**src/rtl/turn_timer_ctrl_if.sv**
```systemverilog
// Control/status bundle between the game controller and the turn timer.
// The master side drives game requests; the slave side reports turn status.
interface turn_timer_ctrl_if #(
  parameter int SEC_W = 4
);
  logic             start_game;
  logic             stop_game;
  logic             pause;
  logic             move_done;
  logic             player;
  logic [SEC_W-1:0] secs_left;
  logic             running;
  logic             paused;
  logic             timeout;
  logic             sec_tick;

  modport master (
    output start_game, stop_game, pause, move_done,
    input  player, secs_left, running, paused, timeout, sec_tick
  );

  modport slave (
    input  start_game, stop_game, pause, move_done,
    output player, secs_left, running, paused, timeout, sec_tick
  );
endinterface

```
**src/rtl/turn_timer_ctrl.sv**
```systemverilog
// Two-player turn countdown: one-second prescaler, per-turn seconds counter,
// pause/stop handling and a single-cycle timeout pulse when a turn expires.
// Every output comes straight from a flop; the prescaler only advances in RUN.
module turn_timer_ctrl #(
  parameter int CLK_HZ    = 50_000_000,
  parameter int TURN_SECS = 10,
  parameter int SEC_W     = 4
) (
  input  logic               clk,
  input  logic               rst,
  turn_timer_ctrl_if.slave   bus
);

  localparam int PW = (CLK_HZ > 1) ? $clog2(CLK_HZ) : 1;
  localparam logic [PW-1:0]    PRESC_LAST = PW'(CLK_HZ - 1);
  localparam logic [SEC_W-1:0] TURN_V     = SEC_W'(TURN_SECS);

  typedef enum logic [2:0] {
    S_IDLE,
    S_RUN,
    S_PAUSED,
    S_EXPIRE,
    S_SWITCH
  } state_t;

  state_t           state_q, state_d;
  logic [PW-1:0]    presc_q, presc_d;
  logic             player_q, player_d;
  logic [SEC_W-1:0] secs_q, secs_d;
  logic             running_q, running_d;
  logic             paused_q, paused_d;
  logic             timeout_q, timeout_d;
  logic             tick_q, tick_d;
  logic             wrap;

  // Seconds counter stops at zero instead of wrapping around.
  function automatic logic [SEC_W-1:0] sat_dec(input logic [SEC_W-1:0] v);
    return (v == '0) ? '0 : v - SEC_W'(1);
  endfunction

  assign wrap = (presc_q == PRESC_LAST);

  // State and registered outputs; async active-low reset returns to IDLE.
  always_ff @(posedge clk or negedge rst) begin
    if (!rst) begin
      state_q   <= S_IDLE;
      presc_q   <= '0;
      player_q  <= 1'b0;
      secs_q    <= '0;
      running_q <= 1'b0;
      paused_q  <= 1'b0;
      timeout_q <= 1'b0;
      tick_q    <= 1'b0;
    end else begin
      state_q   <= state_d;
      presc_q   <= presc_d;
      player_q  <= player_d;
      secs_q    <= secs_d;
      running_q <= running_d;
      paused_q  <= paused_d;
      timeout_q <= timeout_d;
      tick_q    <= tick_d;
    end
  end

  // Next-state and next-output decode; stop_game overrides everything.
  always_comb begin
    state_d   = state_q;
    presc_d   = presc_q;
    player_d  = player_q;
    secs_d    = secs_q;
    timeout_d = 1'b0;
    tick_d    = 1'b0;

    if (bus.stop_game) begin
      state_d = S_IDLE;
      secs_d  = '0;
    end else begin
      case (state_q)
        S_IDLE: begin
          if (bus.start_game) begin
            state_d  = S_RUN;
            player_d = 1'b0;
            secs_d   = TURN_V;
            presc_d  = '0;
          end
        end
        S_RUN: begin
          // A finished move wins over any tick or expiry in the same cycle.
          if (bus.move_done) begin
            state_d = S_SWITCH;
          end else if (wrap) begin
            // The tick is honoured even when pause arrives with it.
            presc_d = '0;
            tick_d  = 1'b1;
            secs_d  = sat_dec(secs_q);
            if (secs_q == SEC_W'(1)) begin
              state_d = S_EXPIRE;
            end else if (bus.pause) begin
              state_d = S_PAUSED;
            end
          end else if (bus.pause) begin
            state_d = S_PAUSED;
          end else begin
            presc_d = presc_q + PW'(1);
          end
        end
        S_PAUSED: begin
          if (!bus.pause) begin
            state_d = S_RUN;
          end
        end
        S_EXPIRE: begin
          timeout_d = 1'b1;
          state_d   = S_SWITCH;
        end
        S_SWITCH: begin
          player_d = ~player_q;
          secs_d   = TURN_V;
          presc_d  = '0;
          state_d  = bus.pause ? S_PAUSED : S_RUN;
        end
        default: begin
          state_d = S_IDLE;
          secs_d  = '0;
        end
      endcase
    end

    running_d = (state_d == S_RUN);
    paused_d  = (state_d == S_PAUSED);
  end

  assign bus.player    = player_q;
  assign bus.secs_left = secs_q;
  assign bus.running   = running_q;
  assign bus.paused    = paused_q;
  assign bus.timeout   = timeout_q;
  assign bus.sec_tick  = tick_q;

endmodule
```
**src/flat_wrapper.sv**
```systemverilog
// flat-port wrapper written by rule: the top's interface ports become plain ports
module turn_timer_ctrl_flat 
#(
  parameter int CLK_HZ    = 50_000_000,
  parameter int TURN_SECS = 10,
  parameter int SEC_W     = 4
)
  (clk, rst, bus_start_game, bus_stop_game, bus_pause, bus_move_done, bus_player, bus_secs_left, bus_running, bus_paused, bus_timeout, bus_sec_tick);
  turn_timer_ctrl_if #(.SEC_W(SEC_W)) bus_i ();
  input  logic clk;
  input  logic rst;
  input wire logic [$bits(bus_i.start_game)-1:0] bus_start_game;
  input wire logic [$bits(bus_i.stop_game)-1:0] bus_stop_game;
  input wire logic [$bits(bus_i.pause)-1:0] bus_pause;
  input wire logic [$bits(bus_i.move_done)-1:0] bus_move_done;
  output wire logic [$bits(bus_i.player)-1:0] bus_player;
  output wire logic [$bits(bus_i.secs_left)-1:0] bus_secs_left;
  output wire logic [$bits(bus_i.running)-1:0] bus_running;
  output wire logic [$bits(bus_i.paused)-1:0] bus_paused;
  output wire logic [$bits(bus_i.timeout)-1:0] bus_timeout;
  output wire logic [$bits(bus_i.sec_tick)-1:0] bus_sec_tick;
  assign bus_i.start_game = bus_start_game;
  assign bus_i.stop_game = bus_stop_game;
  assign bus_i.pause = bus_pause;
  assign bus_i.move_done = bus_move_done;
  assign bus_player = bus_i.player;
  assign bus_secs_left = bus_i.secs_left;
  assign bus_running = bus_i.running;
  assign bus_paused = bus_i.paused;
  assign bus_timeout = bus_i.timeout;
  assign bus_sec_tick = bus_i.sec_tick;
  turn_timer_ctrl #(.CLK_HZ(CLK_HZ), .TURN_SECS(TURN_SECS), .SEC_W(SEC_W)) u_core (.clk(clk), .rst(rst), .bus(bus_i));
endmodule
```
**config.mk**
```make
export PLATFORM = sky130hd
export DESIGN_NAME = turn_timer_ctrl_flat
export DESIGN_NICKNAME = d
export VERILOG_FILES = /design/src/rtl/turn_timer_ctrl_if.sv /design/src/rtl/turn_timer_ctrl.sv /design/src/flat_wrapper.sv
export SDC_FILE = /design/constraint.sdc
export NUM_CORES = 1
export LEC_CHECK = 0
export BUFFER_PORTS_ARGS = -buffer_cell sky130_fd_sc_hd__buf_2
export CORE_UTILIZATION = 54
export DETAILED_ROUTE_END_ITERATION = 7
export GPL_ROUTABILITY_DRIVEN = 0
export GPL_TIMING_DRIVEN = 0
export HOLD_SLACK_MARGIN = 0.05
export PLACE_DENSITY = 0.82
export SETUP_SLACK_MARGIN = 0.15
export SKIP_CTS_REPAIR_TIMING = 1
export SLEW_MARGIN = 0
export SYNTH_ARGS = -nofsm -noshare
export SYNTH_HDL_FRONTEND = slang
export SYNTH_SLANG_ARGS = --single-unit
```
**constraint.sdc**
```tcl
create_clock -name clk -period 2.11 [get_ports clk]
set_clock_uncertainty 0.05 [all_clocks]
set_input_delay 0.211 -clock clk [delete_from_list [all_inputs] [get_ports clk]]
set_output_delay 0.211 -clock clk [all_outputs]
set_load 0.05 [all_outputs]
```
==> metrics.md <==
| Metric | Value |
|---|---|
| Initial DRC count | `approximately 300` |
| Gate power share | `0.221` |
| Initial antenna violation count | `0` |
| Crit path largest cell delay | `~0.48 ns` |
| Drt drc | `0` |
| WHS | `about 0.17 ns` |
| Syn_nets | `267` |
| Site Rows | `23` |
| Die ar. | `4540 µm²` |
| FF+latch area | `roughly 960 µm²` |
| Switching Share | `0.313` |
| I/O pins | `15` |
| Post-synth ARST share | `1.00` |
| Net Sw Power | `between 0.5 and 0.6 mW` |
| Core area | `between 4000 and 5000 µm²` |
| Clk pwr share | `0.323` |
| Hold crit path type | `in -> reg` |
| Synth top area share | `0.412` |
| Critical-path top delay cell | `clkbuf_1` |
| Relative slew slack | `0.417` |
| Gr busiest metal | `met2` |
| RSZ-0062 raised after global routing | `true` |
| Internal cell power | `approximately 1.1 mW` |
| Final Hold Fails | `0` |
| Vias in the first global route | `around 2000` |
| Avg Vias per Cell | `between 6 and 7` |
| Critical path's most frequent cell | `nor2_1` |
| PnR worst setup slack | `-0.124 ns` |
| Crit-path cells | `clkbuf_1 > nor2_1 > a31oi_1 > nor2_1 > a2111oi_1` |
| Global-route wire length before repair | `~9100 µm` |
| Synth Area per Inst | `between 8 and 9 µm²` |
| Post-Syn Instances | `260` |
| Synth unique cells | `51` |
| Total grt overflow | `0` |
| IO Port Bufs | `14` |
| Final Cycle Share | `1.06` |
| Antenna Diode Count | `0` |
| Worst-margin pin slew | `0.874 ns` |
| Share of layout cells above drive strength 1 | `0.397` |
| Failing checks | `setup timing` |
| Synth Register Bits | `38` |
| EDFF count, synth | `0` |
| Critical Path RT | `between 2 and 2.5 ns` |
| Leakage | `1.30 nW` |
| # setup viols final | `15` |
| Vias | `2549` |
| Crit Path Class | `reg -> reg` |
| Area leader, netlist | `dfrtp_1` |
| Power density over cell area | `521 nW/µm²` |
| Max Fanout on Critical Path | `10` |
| Mapped Area | `between 2000 and 2500 µm²` |
| WL final | `just under 8000 µm` |
| Multi-input combinational cell area | `approximately 1600 µm²` |
| Post-route cell area | `3210 µm²` |
| CTS Sinks | `38` |
| Overall Global Routing Usage | `0.271` |
| Synth area leaders | `dfrtp_1 41%, a21oi_1 5.6%, or4_1 3.6%` |
| M1 GR Usage | `0.367` |
| Die X | `67.4 µm` |
| Post-route antenna net violation count | `0` |
| Nature of the critical path endpoint | `flop` |
| Tmin final | `approximately 2.2 ns` |
| Syn. warnings | `0` |
| CTS Root Cell | `clkbuf_8` |
| Crit path DAT | `roughly 2.4 ns` |
| Num CTS Buffers | `5` |
| Die H | `67.4 µm` |
| Clock transition at path regs | `approximately 0.08 ns` |
| Starting Density | `0.569` |
| Fillers | `230` |
| Cell Area, Placed | `2450 µm²` |
| Bufs on Longest Clock Path | `2` |
| Sequential fraction of the synthesis area | `0.412` |
| Drt pass-1 iters | `5` |
| CTS tree | `done` |
| Main flop type after synthesis | `dfrtp_1` |
| Largest net degree at the start of global routing | `39` |
| CTS HTree Levels | `2` |
| Maxcap violations | `0` |
| Clock latency on the worst-skew pair | `approximately 0.3 ns` |
| Sequential Power Share | `0.456` |
| Final #Nets | `323` |
| Worst vdd ir | `0.405 mV` |
| Met3 Track Usage GR | `0.0625` |
| Area growth from synthesis to layout | `38.9%` |
| Wire per inst | `21.2 µm` |
| Slew Limit Fails | `0` |
| Outcome | `finished, violations left` |
| DP Wirelength | `approximately 3700 µm` |
| M2 GR Usage | `0.425` |
| Startpoint Class | `flop` |
| Fmax | `approximately 450 MHz` |
## area by class of cell
cell class	instances	area share
plain buffers	16	0.0402
clock buffers	6	0.0258
clock inverters	2	0.00390
inverters	8	0.00937
multi-input cells	199	0.489
flip-flops and latches	38	0.299
well taps	50	0.0195
repair buffers	48	0.114
## sequential cells by signal, indices dropped and copies added, names as in the netlist
name,cells
u_core.bus.paused,1
u_core.presc_q,26
u_core.state_q,3
u_core.bus.timeout,1
u_core.bus.player,1
u_core.bus.running,1
u_core.bus.sec_tick,1
u_core.bus.secs_left,4
## power groups by stage
stage               clock network (mW)  registers (mW)  logic (mW)
global placement                     0           0.774       0.233
global route                     0.580           0.765       0.388
floorplan                            0           0.808       0.131
detailed placement                   0           0.775       0.237
CTS                              0.536           0.761       0.238
finish                           0.539           0.762       0.369
## through the flow
step                      TNS [ns]  setup slack (ns)  utilization  instances  power, mW
after floorplan                  0            0.0247            -        260      0.938
after global placement       -5.31            -0.350        0.605        324       1.01
after detailed placement     -6.28            -0.399        0.605        324       1.01
after CTS                    -7.06            -0.437        0.628        332       1.54
after global routing         -1.75            -0.189        0.790        367       1.73
final                       -0.818            -0.124        0.790        367       1.67
## critical path: cells and delay by family, from the launching register on
kind	cells	cell delay, ns
AOI/OAI and AO/OA	2	0.86
buffers and inverters	1	0.48
DFF	1	0.42
and+or+nand+nor	2	0.30
## cells in the mapped netlist (2+ instances only)
cell type,count
dfrtp_1,38
a21oi_1,26
nor2_1,20
nand2_1,17
o21ai_0,14
clkbuf_1,13
or4_1,11
o31ai_1,10
nand3_1,9
nand4_1,9
inv_1,8
or3_1,8
mux2i_1,7
nor3_1,6
nand2b_1,5
and2_1,4
a21o_1,3
and3_1,3
and4_1,3
nor3b_1,3
nor4_1,3
nor4b_1,3
a211oi_1,2
a31oi_1,2
and2_0,2
buf_2,2
nand4_2,2
o21a_1,2
o41ai_1,2
xnor2_1,2
## metal layers
layer | part of all wire | vias up
met2 | 0.47 | 192
met1 | 0.39 | 1230
met4 | 0.044 | 0
li1 | - | 1086
met3 | 0.089 | 41
met5 | 0 | -
## cells by family after synthesis
logic type                 synth area share
adders and majority gates           0.00542
buffers and inverters                0.0434
and+or+nand+nor                       0.299
AOI/OAI and AO/OA                     0.197
muxes                                0.0352
DFF                                   0.412
xor gates and xnor gates            0.00759
## path summary, 6_finish.rpt
kind / end / startpoint / slack, ns / cells after the start
worst max-delay path: u_core.bus.running / u_core.state_q[2] / -0.12 / 5
worst min-delay path: u_core.state_q[1] / bus_stop_game / 0.17 / 2
worst max register to register: u_core.bus.running / u_core.state_q[2] / -0.12 / 5
worst min register to register: u_core.bus.player / u_core.bus.player / 0.44 / 1
max in group asynchronous: u_core.presc_q[9] / rst / 0.89 / 2
min in group asynchronous: u_core.presc_q[20] / rst / 0.51 / 2
## cells in the final DEF, fill, tap and decap left out, types with 3 or more instances in the layout
cell type and instances:
and2_1 4, clkbuf_2 3, nor2_1 19, clkbuf_8 6
nand3_1 7, or3_1 7, inv_1 8, o31ai_1 8
or4_4 5, dfrtp_2 6, dfrtp_1 32, nor3_1 4
buf_2 15, mux2i_1 7, a21oi_1 16, buf_6 10
or4_1 6, and4_1 3, o21ai_0 5, a21oi_4 3
and3_1 3, clkbuf_1 3, nor4_4 3, a21oi_2 9
nand2_1 14, o21ai_1 7, nand2b_1 5, buf_4 28
nand4_1 9
Note: power is estimated with default switching activity, not from simulation.
